===== config.mk =====
export PLATFORM = sky130hd
export DESIGN_NAME = traffic_phase_ctrl
export DESIGN_NICKNAME = d
export VERILOG_FILES = /design/src/rtl/tlc_pkg.sv /design/src/rtl/tlc_tick_gen.sv /design/src/rtl/traffic_phase_ctrl.sv
export SDC_FILE = /design/constraint.sdc
export NUM_CORES = 1
export LEC_CHECK = 0
export BUFFER_PORTS_ARGS = -buffer_cell sky130_fd_sc_hd__buf_2
export CAP_MARGIN = 20
export CORE_MARGIN = 4
export CORE_UTILIZATION = 31
export DETAILED_ROUTE_END_ITERATION = 16
export PLACE_DENSITY = 0.55
export SYNTH_ARGS = -nofsm -noshare
export SYNTH_HDL_FRONTEND = slang
export SYNTH_SLANG_ARGS = --single-unit

===== constraint.sdc =====
create_clock -name Sys_CLK -period 6.9 [get_ports Sys_CLK]
set_input_delay 0.69 -clock Sys_CLK [delete_from_list [all_inputs] [get_ports Sys_CLK]]
set_output_delay 0.69 -clock Sys_CLK [all_outputs]
set_load 0.02 [all_outputs]

===== src/rtl/tlc_pkg.sv =====
// ============================================================================
// Module   : tlc_pkg
// Brief    : Shared state codes, lamp bit offsets and BCD helper for the
//            traffic phase controller.
// Revision : 1.0 - initial release
// ============================================================================
`default_nettype none

package tlc_pkg;

    typedef enum logic [1:0] {
        ST_GREEN  = 2'd0,
        ST_YELLOW = 2'd1,
        ST_ALLRED = 2'd2,
        ST_FLASH  = 2'd3
    } tlc_state_e;

    localparam int LAMP_G  = 0;
    localparam int LAMP_Y  = 1;
    localparam int LAMP_R  = 2;
    localparam int MAX_SEC = 99;

    // Two-digit display cannot show more than 99; saturate rather than wrap.
    function automatic logic [7:0] to_bcd(input logic [6:0] v);
        logic [6:0] c;
        c = (v > 7'(MAX_SEC)) ? 7'(MAX_SEC) : v;
        return {4'(c / 7'd10), 4'(c % 7'd10)};
    endfunction

endpackage

`default_nettype wire


===== src/rtl/tlc_tick_gen.sv =====
// ============================================================================
// Module   : tlc_tick_gen
// Brief    : Seconds prescaler; one-cycle o_tick every TICK_DIV clocks.
// Revision : 1.0 - initial release
// ============================================================================
`default_nettype none

module tlc_tick_gen #(
    parameter int TICK_DIV = 50_000_000
) (
    input  logic i_clk,
    input  logic i_rst,
    output logic o_tick
);

    localparam int CW = (TICK_DIV > 1) ? $clog2(TICK_DIV) : 1;

    logic [CW-1:0] r_cnt;
    logic          w_wrap;

    assign w_wrap = (r_cnt == CW'(TICK_DIV - 1));
    assign o_tick = w_wrap;

    always_ff @(posedge i_clk) begin
        if (i_rst) begin
            r_cnt <= '0;
        end else if (w_wrap) begin
            r_cnt <= '0;
        end else begin
            r_cnt <= r_cnt + CW'(1);
        end
    end

endmodule

`default_nettype wire


===== src/rtl/traffic_phase_ctrl.sv =====
// ============================================================================
// Module   : traffic_phase_ctrl
// Brief    : Multi-phase traffic-light sequencer with pedestrian truncation,
//            manual step mode and optional night flash (NIGHT_FLASH_EN).
// Revision : 1.0 - initial release
// ============================================================================
`default_nettype none

module traffic_phase_ctrl
    import tlc_pkg::*;
#(
    parameter int TICK_DIV    = 50_000_000,
    parameter int NUM_PHASES  = 2,
    parameter int GREEN_SEC   = 30,
    parameter int YELLOW_SEC  = 3,
    parameter int ALLRED_SEC  = 1,
    parameter int PED_CUT_SEC = 5
) (
    input  logic                    Sys_CLK,
    input  logic                    Sys_RST,
    input  logic                    key_adv,
    input  logic                    manual,
    input  logic                    ped_req,
    input  logic                    night,
    output logic [3*NUM_PHASES-1:0] lamp,
    output logic [7:0]              count_bcd,
    output logic [2:0]              phase,
    output logic [1:0]              state
);

    localparam logic [6:0] c_GREEN  = 7'(GREEN_SEC);
    localparam logic [6:0] c_YELLOW = 7'(YELLOW_SEC);
    localparam logic [6:0] c_ALLRED = 7'(ALLRED_SEC);
    localparam logic [6:0] c_PED    = 7'(PED_CUT_SEC);
    localparam logic [2:0] c_LAST   = 3'(NUM_PHASES - 1);

    tlc_state_e r_state, w_state_nxt, w_seq_state;
    logic [2:0] r_phase, w_phase_nxt, w_seq_phase;
    logic [6:0] r_remain, w_remain_nxt, w_seq_remain;
    logic       w_tick;
    logic       w_flash_on;

    tlc_tick_gen #(
        .TICK_DIV (TICK_DIV)
    ) u_tick_gen (
        .i_clk  (Sys_CLK),
        .i_rst  (Sys_RST),
        .o_tick (w_tick)
    );

    // Successor of the current state in the normal cycle; FLASH exits into
    // the last phase's all-red so the cycle restarts cleanly at phase 0.
    always_comb begin
        w_seq_state  = r_state;
        w_seq_phase  = r_phase;
        w_seq_remain = r_remain;
        case (r_state)
            ST_GREEN: begin
                w_seq_state  = ST_YELLOW;
                w_seq_remain = c_YELLOW;
            end
            ST_YELLOW: begin
                w_seq_state  = ST_ALLRED;
                w_seq_remain = c_ALLRED;
            end
            ST_ALLRED: begin
                w_seq_state  = ST_GREEN;
                w_seq_phase  = (r_phase == c_LAST) ? 3'd0 : r_phase + 3'd1;
                w_seq_remain = c_GREEN;
            end
            default: begin
                w_seq_state  = ST_ALLRED;
                w_seq_phase  = c_LAST;
                w_seq_remain = c_ALLRED;
            end
        endcase
    end

    always_comb begin
        w_state_nxt  = r_state;
        w_phase_nxt  = r_phase;
        w_remain_nxt = r_remain;

        if (manual && key_adv) begin
            w_state_nxt  = w_seq_state;
            w_phase_nxt  = w_seq_phase;
            w_remain_nxt = w_seq_remain;
        end else if (ped_req && (r_state == ST_GREEN) && (r_remain > c_PED)) begin
            w_remain_nxt = c_PED;
        end else if (w_tick && !manual) begin
            if (r_remain == 7'd1) begin
                w_state_nxt  = w_seq_state;
                w_phase_nxt  = w_seq_phase;
                w_remain_nxt = w_seq_remain;
            end else begin
                w_remain_nxt = r_remain - 7'd1;
            end
        end

`ifdef NIGHT_FLASH_EN
        // Night overrides every other request, so it is resolved last.
        if (night) begin
            w_state_nxt  = ST_FLASH;
            w_phase_nxt  = r_phase;
            w_remain_nxt = r_remain;
        end else if (r_state == ST_FLASH) begin
            w_state_nxt  = w_seq_state;
            w_phase_nxt  = w_seq_phase;
            w_remain_nxt = w_seq_remain;
        end
`endif
    end

    always_ff @(posedge Sys_CLK) begin
        if (Sys_RST) begin
            r_state  <= ST_GREEN;
            r_phase  <= 3'd0;
            r_remain <= c_GREEN;
        end else begin
            r_state  <= w_state_nxt;
            r_phase  <= w_phase_nxt;
            r_remain <= w_remain_nxt;
        end
    end

`ifdef NIGHT_FLASH_EN
    logic r_toggle;

    always_ff @(posedge Sys_CLK) begin
        if (Sys_RST) begin
            r_toggle <= 1'b0;
        end else if (r_state == ST_FLASH) begin
            if (w_tick) begin
                r_toggle <= ~r_toggle;
            end
        end else begin
            r_toggle <= 1'b0;
        end
    end

    assign w_flash_on = r_toggle;
`else
    logic w_unused_night;
    assign w_unused_night = night;
    assign w_flash_on     = 1'b0;
`endif

    for (genvar p = 0; p < NUM_PHASES; p++) begin : g_lamp
        logic w_active;
        logic [2:0] w_pl;

        assign w_active = (r_phase == 3'(p));
        assign w_pl = (r_state == ST_FLASH)                ? (w_flash_on ? 3'(1 << LAMP_Y) : 3'b000) :
                      (w_active && r_state == ST_GREEN)    ? 3'(1 << LAMP_G) :
                      (w_active && r_state == ST_YELLOW)   ? 3'(1 << LAMP_Y) :
                                                             3'(1 << LAMP_R);
        assign lamp[3*p +: 3] = w_pl;
    end

    assign count_bcd = (r_state == ST_FLASH) ? 8'h00 : to_bcd(r_remain);
    assign phase     = r_phase;
    assign state     = r_state;

endmodule

`default_nettype wire

==> results.ini <==
[finish]
nFillCells = 858
utilization_pct = 35.8
antennaDiodeCount = 0
synthToLayoutAreaGrowth_pct = 12.4
layout-drive-gt1-share_pct = 13.1
final_nets = 348

[route]
drt_iter0_markers = 75
dr.pass1.iters = 4
vias_per_cell = 5.06
wl_per_cell_um = 11.9
dr_total_vias = 2222
wirelength_um = 5210
drc = 0
ant_nets = 0

[pwr]
p_per_area_mw_per_mm2 = 183
ir_drop_mv = 0.120
p_leak_nw = 1.06

[setup_path]
crit_chain = nand2_1, and2_1, ha_1, o21ai_0, nand2b_1, nand2_1, ha_1, a2bb2oi_1, o211ai_1, a21oi_1, nor2_1, o22ai_1, ha_1, o221ai_1, o31a_1, or3_1, a21oi_1, buf_2
crit_required_ps = 6210
worst-setup-path-type = reg2out
slowest_delay_ps = 540
start_kind = flip-flop
slowest_stage = dfxtp_1
cp.arrival_ps = 4470
cp_max_fo = 13
path_common_cell = ha_1
worstSetupEndpointType = output pin

[clock_network]
cts_tree = done
cts.sinks = 38
cts_resized = 0
cts_buffer_depth = 2
numCtsBuffers = 5
clk_latency_ps = 290
cts_hold_buffers = 0
clk_pin_slew_ps = 70
root_buffer = clkbuf_8
htree_levels = 2
post_cts_buffers = 0

[sta]
finalSetupTns_ps = 0
setup_ws_ps = 1740
rsz0062_at_grt = false
finalCriticalPeriod_ps = 5160
skew_ps = 7.29
report.final.slew_viol_count = 0
slew_headroom_pct = 44.0
fin_crit_sh_pct = 74.8
fmax_ghz = 0.194
tightest_slew_ps = 839
finalHoldViolations = 0
setup-violations-final = 0
fin_hold_ws_ps = 480

[worst_hold_path]
min_path_type = reg2reg

[synthesis]
synthCells = 318
synth_nets = 330
yosysSeqAreaShare_pct = 31.1
syn_area_per_cell_sq_um = 7.69
synthArstFlopShare_pct = 0
ys_ff_latch = 38
synth_cell_types = 56
yosysWarnings = 0
synth_top_flop_cell = dfxtp_1
synth_enable_flop_cells = 0
syn_area_sq_mm = 0.00245

[floorplanning]
die_h_um = 96.8
ios = 25
die_area_sq_mm = 0.00938
fp.coreArea_sq_mm = 0.00769
die_w_um = 96.8
rows = 32
initial_core_util_pct = 31.8

[status]
status = finished clean

[global_route]
grt_use_total_pct = 11.4
grt_pass1_vias = 2037
antenna_found_initial = 0
overflow = 0
grt_pass1_wl_um = 9200
grt_max_degree = 26

[place]
place_ws_ps = 2080
hpwl_um = 3910
gp_congestion = 0.852
port-buffer-count = 23

[flow_run]
cap_violations = 0

[cell usage in the layout (no fill, tap or decap), types with 6 or more instances in the layout]
master,instances
a21oi_1,21
nand2b_1,8
buf_2,23
clkbuf_8,8
nor2_1,56
o21ai_0,15
inv_1,10
nor2b_1,6
and3_1,9
nand2_1,19
dfxtp_1,38
xnor2_1,10
nand4_1,8
nand3_1,13
ha_1,6
nor3_1,6
xor2_1,16
[registers in the layout (all words and copies together), names as in the netlist]
signal,flops
u_tick_gen.r_cnt,26
r_remain,7
phase,3
state,2
[synthesized netlist by cell type (8+ instances only)]
master | count | share of area (%)
nand3_1 | 13 | 2.7
inv_1 | 10 | 1.5
xor2_1 | 16 | 5.7
and3_1 | 9 | 2.3
nand4_1 | 8 | 2.0
o21ai_0 | 15 | 3.1
xnor2_1 | 10 | 3.6
dfxtp_1 | 38 | 31
a21oi_1 | 21 | 4.3
nand2_1 | 19 | 2.9
nand2b_1 | 8 | 2.0
clkbuf_1 | 8 | 1.2
nor2_1 | 56 | 8.6
[metal layers]
metal,wire (um),vias up,track usage (%)
met5,0,-,0
met2,2380,24,18.2
met1,2580,1023,15.0
met3,163,10,2.81
li1,-,1165,-
met4,91,0,3.67
[where the power goes]
group          internal (mW)  total [mW]  switching [mW]
Clock                  0.101       0.176          0.0755
Sequential             0.224       0.235          0.0110
Combinational         0.0370      0.0913          0.0543
Total                  0.362       0.503           0.141
[metrics by stage]
step                      power (mW)  instance area [sq um]  cells
after CTS                      0.511                   2750    439
after floorplan                0.309                   2450    318
after global routing           0.532                   2750    439
after detailed placement       0.332                   2640    431
after global placement         0.331                   2640    431
final                          0.503                   2750    439
[final cells by class]
class,count,area (sq um),share of cell area [%]
Sequential cell,38,761,27.7
Tap cell,102,128,4.64
Clock buffer,8,110,4.01
Timing Repair Buffer,23,115,4.19
Inverter,10,37.5,1.37
Multi-Input combinational cell,258,1600,58.1
[critical path, delay by kind of cell (launching register included)]
kind                       cells  cell delay, ps
AOI/OAI and AO/OA              8            1680
and+or+nand+nor                6            1020
adders and majority gates      3             740
DFF                            1             540
buffers and inverters          1             180
[worst paths after layout]
| path | start | end | slack (ps) | cells past startpoint |
|---|---|---|---|---|
| max | r_remain[6]$_SDFFE_PP0P_ | count_bcd[1] | 1740 | 18 |
| min | u_tick_gen.r_cnt[0]$_SDFF_PP0_ | u_tick_gen.r_cnt[0]$_SDFF_PP0_ | 480 | 1 |
| max reg2reg | r_remain[1]$_SDFFE_PP1P_ | r_remain[2]$_SDFFE_PP1P_ | 4420 | 8 |
| min reg2reg | u_tick_gen.r_cnt[0]$_SDFF_PP0_ | u_tick_gen.r_cnt[0]$_SDFF_PP0_ | 480 | 1 |
[kinds of logic after synthesis]
family | Yosys count | share of synthesized area [%]
xor gates and xnor gates | 26 | 9.31
and+or+nand+nor | 158 | 34.1
AOI/OAI and AO/OA | 65 | 17.5
adders and majority gates | 6 | 3.07
buffers and inverters | 22 | 3.58
muxes | 3 | 1.28
DFF | 38 | 31.1
(Power assumes the default switching activity.)
